<file path="config.mk">
export PLATFORM = sky130hd
export DESIGN_NAME = traffic_light_monitor
export DESIGN_NICKNAME = d
export VERILOG_FILES = /design/src/rtl/traffic_light_monitor.sv
export SDC_FILE = /design/constraint.sdc
export NUM_CORES = 1
export LEC_CHECK = 0
export BUFFER_PORTS_ARGS = -buffer_cell sky130_fd_sc_hd__buf_4
export CAP_MARGIN = 25
export CORE_MARGIN = 1
export CORE_UTILIZATION = 59
export DETAILED_ROUTE_END_ITERATION = 8
export MAX_ROUTING_LAYER = met4
export PLACE_DENSITY = 0.81
export RECOVER_POWER = 25
export SYNTH_ARGS = -nofsm -noshare
export SYNTH_HDL_FRONTEND = slang
export SYNTH_SLANG_ARGS = --single-unit
</file>
<file path="constraint.sdc">
create_clock -name clk -period 5.2 [get_ports clk]
set_clock_uncertainty 0.1 [all_clocks]
set_input_delay 0.26 -clock clk [delete_from_list [all_inputs] [get_ports clk]]
set_output_delay 0.26 -clock clk [all_outputs]
set_load 0.03 [all_outputs]
</file>
<file path="src/rtl/traffic_light_monitor.sv">
// traffic_light_monitor
//
// Passive checker for a two-road traffic-light controller. It runs on the
// controller's clock and only observes the 6-bit lamp vector. It does not
// drive the lamps.
//
// Functions:
//   - decodes the lamp vector into the phase 0..5 of the light cycle
//   - measures how long each phase lasts
//   - flags illegal lamp codes, out-of-order transitions and phase lengths
//     outside [DUR_MIN, max]. max is DUR_MAX_LONG for phase 3 and DUR_MAX
//     for every other phase.
//
// Ports:
//   clk          system clock
//   rst          asynchronous, active-high reset
//   light[5:0]   lamps: [5] A grn, [4] A yel, [3] A red,
//                       [2] B grn, [1] B yel, [0] B red
//   phase[2:0]   decoded phase; meaningful only while phase_valid=1
//   phase_valid  monitor is locked to the sequence
//   fault        sticky, set by the first detected fault
//   fault_code   cause of the first fault:
//                  01 illegal code, 10 bad transition, 11 duration
//   last_dur     length in cycles of the most recently completed phase
//   cycle_count  number of completed 5->0 wraps (modulo 2^16)
//   cycle_done   one-cycle pulse on each 5->0 wrap
//
// All outputs are registered. A code change seen at edge k is reflected
// after edge k.

module traffic_light_monitor #(
  parameter int unsigned DUR_MIN      = 100000000,
  parameter int unsigned DUR_MAX      = 100000001,
  parameter int unsigned DUR_MAX_LONG = 200000001
) (
  input  logic        clk,
  input  logic        rst,
  input  logic [5:0]  light,
  output logic [2:0]  phase,
  output logic        phase_valid,
  output logic        fault,
  output logic [1:0]  fault_code,
  output logic [31:0] last_dur,
  output logic [15:0] cycle_count,
  output logic        cycle_done
);

  typedef enum logic {
    SYNC  = 1'b0,
    TRACK = 1'b1
  } st_e;

  localparam logic [1:0] F_NONE = 2'b00;
  localparam logic [1:0] F_CODE = 2'b01;
  localparam logic [1:0] F_SEQ  = 2'b10;
  localparam logic [1:0] F_DUR  = 2'b11;

  localparam logic [31:0] MIN_W  = 32'(DUR_MIN);
  localparam logic [31:0] MAX_W  = 32'(DUR_MAX);
  localparam logic [31:0] MAXL_W = 32'(DUR_MAX_LONG);

  st_e         st_q, st_d;
  logic [5:0]  light_q;
  logic [31:0] dur_cnt;
  logic        partial_q, partial_d;
  logic [2:0]  phase_d;
  logic [1:0]  flt_d;
  logic        cyc_d;

  logic        chg;
  logic        code_ok, code_amb;
  logic [2:0]  code_ph;
  logic [2:0]  succ;
  logic [31:0] cur_max;
  logic        is_succ;
  logic        dur_bad;

  // ---------------------------------------------------------------------
  // Lamp decode. 001001 (A red, B red) appears both as phase 2 and as
  // phase 5. It is reported as ambiguous and resolved from sequence
  // context below.
  // ---------------------------------------------------------------------
  always_comb begin
    code_ok  = 1'b1;
    code_amb = 1'b0;
    code_ph  = 3'd0;
    case (light)
      6'b001100: code_ph  = 3'd0;
      6'b001010: code_ph  = 3'd1;
      6'b001001: code_amb = 1'b1;
      6'b100001: code_ph  = 3'd3;
      6'b010001: code_ph  = 3'd4;
      default:   code_ok  = 1'b0;
    endcase
  end

  assign chg     = (light != light_q);
  assign succ    = (phase == 3'd5) ? 3'd0 : phase + 3'd1;
  assign cur_max = (phase == 3'd3) ? MAXL_W : MAX_W;

  // The ambiguous code is a legal successor only when phase 2 or phase 5
  // is due next.
  assign is_succ = code_amb ? ((succ == 3'd2) || (succ == 3'd5))
                            : (code_ph == succ);

  // dur_cnt holds the full length of the departing phase at the change edge.
  assign dur_bad = (dur_cnt < MIN_W) || (dur_cnt > cur_max);

  // ---------------------------------------------------------------------
  // FSM: next state, next phase and the fault raised on this edge.
  // ---------------------------------------------------------------------
  always_comb begin
    st_d      = st_q;
    phase_d   = phase;
    partial_d = partial_q;
    flt_d     = F_NONE;
    cyc_d     = 1'b0;
    case (st_q)
      SYNC: begin
        // The ambiguous code and illegal codes give no sequence position,
        // so the monitor waits quietly for an unambiguous code. The first
        // phase is entered mid-way, so its length means nothing.
        if (chg && code_ok && !code_amb) begin
          st_d      = TRACK;
          phase_d   = code_ph;
          partial_d = 1'b1;
        end
      end
      TRACK: begin
        if (chg) begin
          if (!code_ok) begin
            flt_d = F_CODE;
            st_d  = SYNC;
          end else if (!is_succ) begin
            flt_d = F_SEQ;
            st_d  = SYNC;
          end else begin
            phase_d   = succ;
            partial_d = 1'b0;
            cyc_d     = (phase == 3'd5);
          end
          // The duration check of the departing phase has the lowest
          // priority on this edge.
          if (flt_d == F_NONE && !partial_q && dur_bad)
            flt_d = F_DUR;
        end else if (dur_cnt == cur_max) begin
          // Timeout fires on the edge where the count would pass max.
          // It fires once per phase and also covers the partial phase.
          flt_d = F_DUR;
        end
      end
      default: st_d = SYNC;
    endcase
  end

  // ---------------------------------------------------------------------
  // State register
  // ---------------------------------------------------------------------
  always_ff @(posedge clk or posedge rst) begin
    if (rst) begin
      st_q        <= SYNC;
      phase       <= 3'd0;
      partial_q   <= 1'b0;
      phase_valid <= 1'b0;
    end else begin
      st_q        <= st_d;
      phase       <= phase_d;
      partial_q   <= partial_d;
      phase_valid <= (st_d == TRACK);
    end
  end

  // ---------------------------------------------------------------------
  // Duration counter, cycle counter and sticky fault
  // ---------------------------------------------------------------------
  always_ff @(posedge clk or posedge rst) begin
    if (rst) begin
      light_q     <= 6'd0;
      dur_cnt     <= 32'd0;
      last_dur    <= 32'd0;
      cycle_count <= 16'd0;
      cycle_done  <= 1'b0;
      fault       <= 1'b0;
      fault_code  <= F_NONE;
    end else begin
      light_q <= light;
      if (chg) begin
        dur_cnt  <= 32'd1;
        last_dur <= dur_cnt;
      end else if (dur_cnt != 32'hFFFF_FFFF) begin
        dur_cnt <= dur_cnt + 32'd1;
      end
      cycle_done <= cyc_d;
      if (cyc_d)
        cycle_count <= cycle_count + 16'd1;
      // Only the first fault is recorded. Later faults still steer the
      // FSM, but they do not overwrite the recorded cause.
      if (!fault && flt_d != F_NONE) begin
        fault      <= 1'b1;
        fault_code <= flt_d;
      end
    end
  end

endmodule

</file>
==> results of run 1 <==
kinds of logic after synthesis:
logic type                 synth area share
muxes                               0.00861
xor gates and xnor gates             0.0792
DFF                                   0.467
and+or+nand+nor                       0.273
adders and majority gates            0.0271
buffers and inverters                0.0347
AOI/OAI and AO/OA                     0.110
cell usage in the layout, fill, tap and decap left out, types with 4 or more instances in the layout:
cell type / netlist / final
nor2_1: 44 / 44
clkbuf_8: 0 / 10
and2_1: 7 / 7
nor4_1: 8 / 8
buf_4: 0 / 45
nor3_2: 4 / 4
nand4_1: 10 / 10
and3_1: 20 / 20
nand2b_1: 4 / 4
nand2_1: 109 / 109
o21ai_0: 17 / 17
clkbuf_1: 22 / 20
xnor2_1: 18 / 18
nor3b_1: 4 / 4
dlygate4sd3_1: 0 / 7
ha_1: 11 / 11
dfrtp_1: 95 / 95
and4_1: 9 / 9
or3_1: 4 / 4
a31oi_1: 4 / 4
inv_1: 14 / 13
nor3_1: 17 / 17
a21oi_1: 16 / 16
xor2_1: 28 / 28
nand3_1: 23 / 22
power groups by stage:
| stage | clock [W] | sequential (W) | combinational, W |
|---|---|---|---|
| final | 0.000562 | 0.000782 | 0.000178 |
| after global routing | 0.000600 | 0.000786 | 0.000196 |
| after CTS | 0.000570 | 0.000782 | 0.000182 |
| after detailed placement | 0 | 0.000796 | 0.000179 |
| after global placement | 0 | 0.000795 | 0.000172 |
| after floorplan | 0 | 0.000811 | 0.000108 |
registers in the layout (all words and copies together) (netlist names):
register     cells
cycle_count     16
cycle_done       1
phase            3
last_dur        32
partial_q        1
st_q             1
dur_cnt         32
light_q          6
fault_code       2
fault            1
path summary, 6_finish.rpt:
path,from,to,slack [ns],depth (start not counted)
max in group asynchronous,rst,dur_cnt[8]$_DFFE_PP0P_,2.78,4
min in group asynchronous,rst,light_q[5]$_DFF_PP0_,0.82,3
setup reg to reg,phase[1]$_DFFE_PP0P_,fault_code[0]$_DFFE_PP0P_,1.89,11
setup / recovery,phase[1]$_DFFE_PP0P_,fault_code[0]$_DFFE_PP0P_,1.89,11
hold / removal,last_dur[5]$_DFFE_PP0N_,last_dur[5]$_DFFE_PP0N_,0.37,2
hold reg to reg,last_dur[5]$_DFFE_PP0N_,last_dur[5]$_DFFE_PP0N_,0.37,2
metal layers:
metal | vias up | wire length, um
li1 | 2041 | -
met1 | 2049 | 5010
met2 | 121 | 5250
met5 | - | 0
met3 | 15 | 476
met4 | 0 | 167
worst max-delay path, cell delays in order (launching register included):
cell and delay (ns):
dfrtp_1 0.57, and2_1 0.22, ha_1 0.36, inv_1 0.20
ha_1 0.34, nand4_1 0.12, nor2_1 0.17, o2111ai_1 0.14
a211o_1 0.27, a311oi_1 0.43, nor3_1 0.09, nor3_1 0.20
layout make-up:
cell class | count | area share
clock buffers | 10 | 0.0237
clock inverters | 6 | 0.0157
inverters | 14 | 0.00925
multi-input cells | 416 | 0.436
flip-flops and latches | 95 | 0.409
well taps | 105 | 0.0226
repair buffers | 73 | 0.0843
metrics by stage:
step	instance area [sq um]	util	hold WS [ns]
5_1_grt	5820	0.701	0.390
4_1_cts	5890	0.710	0.378
3_5_place_dp	5600	0.674	0.310
3_3_place_gp	5600	0.674	0.310
6_report	5820	0.701	0.370
2_1_floorplan	5090	-	0.191
repair_timing:
item                       4_1_cts  5_1_grt
hold buffers                     7        0
hold endpoints to repair        47        0
setup endpoints to repair        0        0
==> flow_metrics.py, run 1 <==
metrics = {
    "status": {
        "status": "finished with violations",
        "violations": "max-capacitance violations, max-slew violations",
    },
    "global_routing": {
        "globalRouteOverflowTotal": 0,
        "antenna_found_initial": 0,
        "busiest_layer": "met2",
        "grt_pass1_wl_um": 18300,
        "use_met1": 0.354,
        "grt_pass1_vias": 3882,
        "grt_max_degree": 60,
        "grtUsageMet2": 0.421,
        "grt_use_met3": 0.0395,
        "gr-usage-all-layers": 0.269,
    },
    "clock_network": {
        "cts_buffer_depth": 2,
        "clock-root-buffer": "clkbuf_8",
        "htree_levels": 3,
        "post_cts_buffers": 0,
        "clkSinkCount": 95,
        "cts_inserted_buffers": 9,
        "cts_tree": "yes",
        "clk_pin_slew_ns": 0.09,
        "post_cts_resized": 0,
        "clk-insertion-delay-late_ns": 0.37,
    },
    "worst_setup_path": {
        "required_ns": 5.39,
        "worstPathMaxFanout": 11,
        "critPathKind": "reg -> reg",
        "crit_arrival_ns": 3.50,
        "startpoint_type": "flop",
        "worst_setup_path_end_kind": "flop",
    },
    "detailed_routing": {
        "final_antenna_net_count": 0,
        "drt_iter0_drc": 244,
        "first_pass_iters": 5,
        "via_count": 4226,
        "wire_per_inst_um": 15.2,
        "routed_wirelength_um": 10900,
        "route.detailed.drc": 0,
        "avgViaCountPerCell": 5.88,
    },
    "final_layout": {
        "nets": 628,
        "regArea_sq_mm": 0.00238,
        "final.fill_count": 667,
        "area_growth_pct": 14.4,
        "instances_no_fill": 719,
        "drive_gt1_frac": 0.129,
        "multi_input_area_sq_mm": 0.00254,
        "diodes": 0,
    },
    "placement": {
        "place_ws_ns": 1.91,
        "place_congestion": 0.947,
        "placedCellCount": 696,
        "io_buffers": 63,
        "hpwl_um": 7430,
    },
    "yosys": {
        "synth_top_area_cell": "dfrtp_1",
        "seq_area_frac_synth": 0.467,
        "syn-num-nets": 572,
        "netlist_area_sq_mm": 0.00509,
        "ys_warn_count": 0,
        "synthTopCellsByCount": "nand2_1 (109), dfrtp_1 (95), nor2_1 (44)",
        "synth-main-ff-cell": "dfrtp_1",
        "syn-instance-count": 553,
        "async_flop_share": 1.00,
        "synth.ff_latch_count": 95,
        "synth_top_area_share": 0.467,
        "synthTopCellsByArea": "dfrtp_1 (47%), nand2_1 (8.0%), xor2_1 (4.8%)",
        "syn_area_per_cell_sq_um": 9.20,
        "synth_edf_count": 0,
        "synth.most_common_cell": "nand2_1",
        "ys_types": 67,
    },
    "power_and_ir_drop": {
        "switching_share": 0.272,
        "power_frac_comb": 0.117,
        "finalPower_w": 0.00152,
        "p_switching_w": 0.000414,
        "p_int_w": 0.00111,
        "ir_drop_mv": 0.149,
        "power_leakage_nw": 2.70,
        "clkPwrFrac": 0.369,
        "power_density_mw_per_mm2": 262,
        "seq_power_share": 0.514,
    },
    "timing": {
        "fin_ws_ns": 1.89,
        "finalHoldViolCount": 0,
        "fin_tns_setup_ns": 0,
        "worst_pin_slew_ns": 1.90,
        "fin_crit_sh": 0.636,
        "fmax_ghz": 0.302,
        "slew_headroom": -0.271,
        "setup_viol": 0,
        "maxSlewViolCount": 43,
        "fin_crit_ns": 3.31,
        "rsz0062_at_grt": "false",
    },
    "die": {
        "coreArea_sq_mm": 0.00830,
        "dieArea_sq_mm": 0.00900,
        "start_util": 0.613,
        "rows": 33,
        "die_y_um": 94.8,
        "chipWidth_um": 94.8,
        "ios": 64,
    },
    "min_path": {
        "hold_class": "reg -> reg",
    },
    "job": {
        "max_cap_violations": 1,
    },
}
Power figures use the tool's default switching activity.
==> inputs of run 2 (changes only) <==
--- a/config.mk
+++ b/config.mk
@@ -8,10 +8,10 @@
 export BUFFER_PORTS_ARGS = -buffer_cell sky130_fd_sc_hd__buf_4
 export CAP_MARGIN = 25
 export CORE_MARGIN = 1
-export CORE_UTILIZATION = 59
+export CORE_UTILIZATION = 58
 export DETAILED_ROUTE_END_ITERATION = 8
 export MAX_ROUTING_LAYER = met4
-export PLACE_DENSITY = 0.81
+export PLACE_DENSITY = 0.8
 export RECOVER_POWER = 25
 export SYNTH_ARGS = -nofsm -noshare
 export SYNTH_HDL_FRONTEND = slang
==> constraint.sdc (replaced) <==
create_clock -name clk -period 3.1 [get_ports clk]
set_clock_uncertainty 0.1 [all_clocks]
set_input_delay 0.155 -clock clk [delete_from_list [all_inputs] [get_ports clk]]
set_output_delay 0.155 -clock clk [all_outputs]
set_load 0.03 [all_outputs]
==> run 2 against run 1 <==
The run still ends with max-capacitance violations, max-slew violations left. Critical path depth decreased by 1. Largest power group unchanged. Setup slack worse by 1.7 ns. Flip-flop and latch count stayed put. Critical endpoint is now cycle_count[3]$_DFFE_PP0P_. Global-route usage rose by 0.67 points. Non-clock buffer count is 8 higher. Clock power grew 48%.
==> flow_metrics.py, run 2 (synthesized netlist as in run 1, its figures left out) <==
metrics = {
    "global_routing": {
        "grtUsageMet2": 0.432,
        "globalRouteOverflowTotal": 0,
        "grt_pass1_wl_um": 19100,
        "grt_use_met3": 0.0502,
        "gr-usage-all-layers": 0.276,
        "busiest_layer": "met2",
        "grt_pass1_vias": 4139,
        "use_met1": 0.355,
        "grt_max_degree": 96,
        "antenna_found_initial": 0,
    },
    "detailed_routing": {
        "final_antenna_net_count": 0,
        "via_count": 4262,
        "avgViaCountPerCell": 5.86,
        "drt_iter0_drc": 265,
        "routed_wirelength_um": 11200,
        "route.detailed.drc": 0,
        "wire_per_inst_um": 15.4,
        "first_pass_iters": 5,
    },
    "timing": {
        "whs_ns": 0.374,
        "finalHoldViolCount": 0,
        "fin_ws_ns": 0.193,
        "slew_headroom": -0.369,
        "fin_tns_setup_ns": 0,
        "fin_crit_sh": 0.938,
        "maxSlewViolCount": 96,
        "fmax_ghz": 0.344,
        "setup_viol": 0,
        "worst_pin_slew_ns": 2.05,
        "fin_crit_ns": 2.91,
        "rsz0062_at_grt": "false",
    },
    "final_layout": {
        "instances_no_fill": 727,
        "multi_input_area_sq_mm": 0.00255,
        "nets": 636,
        "final.fill_count": 663,
        "diodes": 0,
        "drive_gt1_frac": 0.174,
        "area_growth_pct": 16.5,
        "layout_common_cells": "nand2_1 (109), dfrtp_1 (92), buf_4 (69)",
        "top_regs": "dur_cnt (32), last_dur (32), cycle_count (16)",
        "final_common_cell": "nand2_1",
        "regArea_sq_mm": 0.00238,
    },
    "placement": {
        "placedCellCount": 704,
        "hpwl_um": 7730,
        "place_congestion": 0.925,
        "io_buffers": 63,
        "place_ws_ns": 0.0840,
    },
    "die": {
        "chipWidth_um": 95.6,
        "rows": 33,
        "die_y_um": 95.6,
        "start_util": 0.610,
        "dieArea_sq_mm": 0.00915,
        "coreArea_sq_mm": 0.00834,
        "ios": 64,
    },
    "worst_setup_path": {
        "path_cells": "and2_1 -> ha_1 -> or2_1 -> a2111oi_4 -> a31o_1 -> a21oi_2 -> a21o_4 -> buf_4 -> nor3_2 -> xor2_1",
        "required_ns": 3.29,
        "worst_setup_path_end_kind": "flop",
        "crit_family": "compound AO/OA/AOI/OAI gates",
        "critPathBufInv": 1,
        "worstPathMaxFanout": 15,
        "crit_arrival_ns": 3.09,
        "cpPeakStageDelay_ns": 0.41,
        "slowest_stage": "dfrtp_2",
        "critPathKind": "reg -> reg",
        "startpoint_type": "flop",
    },
    "power_and_ir_drop": {
        "power_density_mw_per_mm2": 417,
        "ir_drop_mv": 0.297,
        "finalPower_w": 0.00247,
        "power_leakage_nw": 2.78,
    },
    "clock_network": {
        "clk_pin_slew_ns": 0.10,
        "htree_levels": 3,
        "clk-insertion-delay-late_ns": 0.37,
        "clkSinkCount": 95,
        "cts_tree": "yes",
        "cts_buffer_depth": 2,
        "clock-root-buffer": "clkbuf_8",
        "post_cts_buffers": 0,
        "cts_inserted_buffers": 9,
    },
    "status": {
        "status": "finished with violations",
        "violations": "max-capacitance violations, max-slew violations",
    },
    "job": {
        "max_cap_violations": 1,
    },
    "min_path": {
        "hold_class": "reg -> reg",
    },
}
[run 2: changes by cell type in the layout (fill, tap and decap cells not counted), sizes merged]
| cell | delta |
|---|---|
| buf | +25 |
| clkbuf | -17 |
| clkinvlp | +2 |
| bufinv | -1 |
| clkinv | -1 |
[run 2: layout make-up]
cell class / instances / share of cell area
multi-input combinational: 416 / 0.431
sequential: 95 / 0.402
timing repair buffer: 81 / 0.103
tap: 105 / 0.0222
clock buffer: 10 / 0.0215
clock inverter: 6 / 0.0114
inverter: 14 / 0.00908
[run 2: report_power, final]
group / leakage [nW] / switching, W / internal (W)
logic: 1.41 / 0.000214 / 0.000123
registers: 1.28 / 0.0000278 / 0.00127
clock network: 0.0933 / 0.000455 / 0.000378
[run 2: path summary, 6_finish.rpt]
kind                                               start                         end  slack, ns  cells past startpoint
max in group asynchronous                            rst        phase[2]$_DFFE_PP0P_       0.59                      4
worst min-delay path            last_dur[17]$_DFFE_PP0N_    last_dur[17]$_DFFE_PP0N_       0.37                      2
worst max register to register      phase[1]$_DFFE_PP0P_  cycle_count[3]$_DFFE_PP0P_       0.19                     10
worst min register to register  last_dur[17]$_DFFE_PP0N_    last_dur[17]$_DFFE_PP0N_       0.37                      2
worst max-delay path                phase[1]$_DFFE_PP0P_  cycle_count[3]$_DFFE_PP0P_       0.19                     10
min in group asynchronous                            rst     last_dur[4]$_DFFE_PP0N_       0.99                      4
[run 2: stage by stage]
stage          utilization  instance area, sq um
2_1_floorplan            -                  5090
3_3_place_gp         0.680                  5670
3_5_place_dp         0.680                  5670
4_1_cts              0.712                  5940
5_1_grt              0.710                  5920
6_report             0.710                  5920
[run 2: worst min-delay path, delay by kind of cell, from the launching register on]
| kind | cells | cell delay, ns |
|---|---|---|
| simple gates | 2 | 0.10 |
| flops | 1 | 0.35 |
[run 2: what timing repair did]
action                                 in CTS  in global routing
gates resized for setup                     0                  4
hold buffers                                7                  0
endpoints found under the hold margin     101                  0
setup endpoints to repair                   0                  8
[run 2: per-layer routing]
metal / wire length [um] / up-vias / part of all wire
li1: - / 2045 / -
met1: 4970 / 2060 / 0.44
met2: 5430 / 131 / 0.49
met3: 506 / 26 / 0.045
met4: 284 / 0 / 0.025
met5: 0 / - / 0
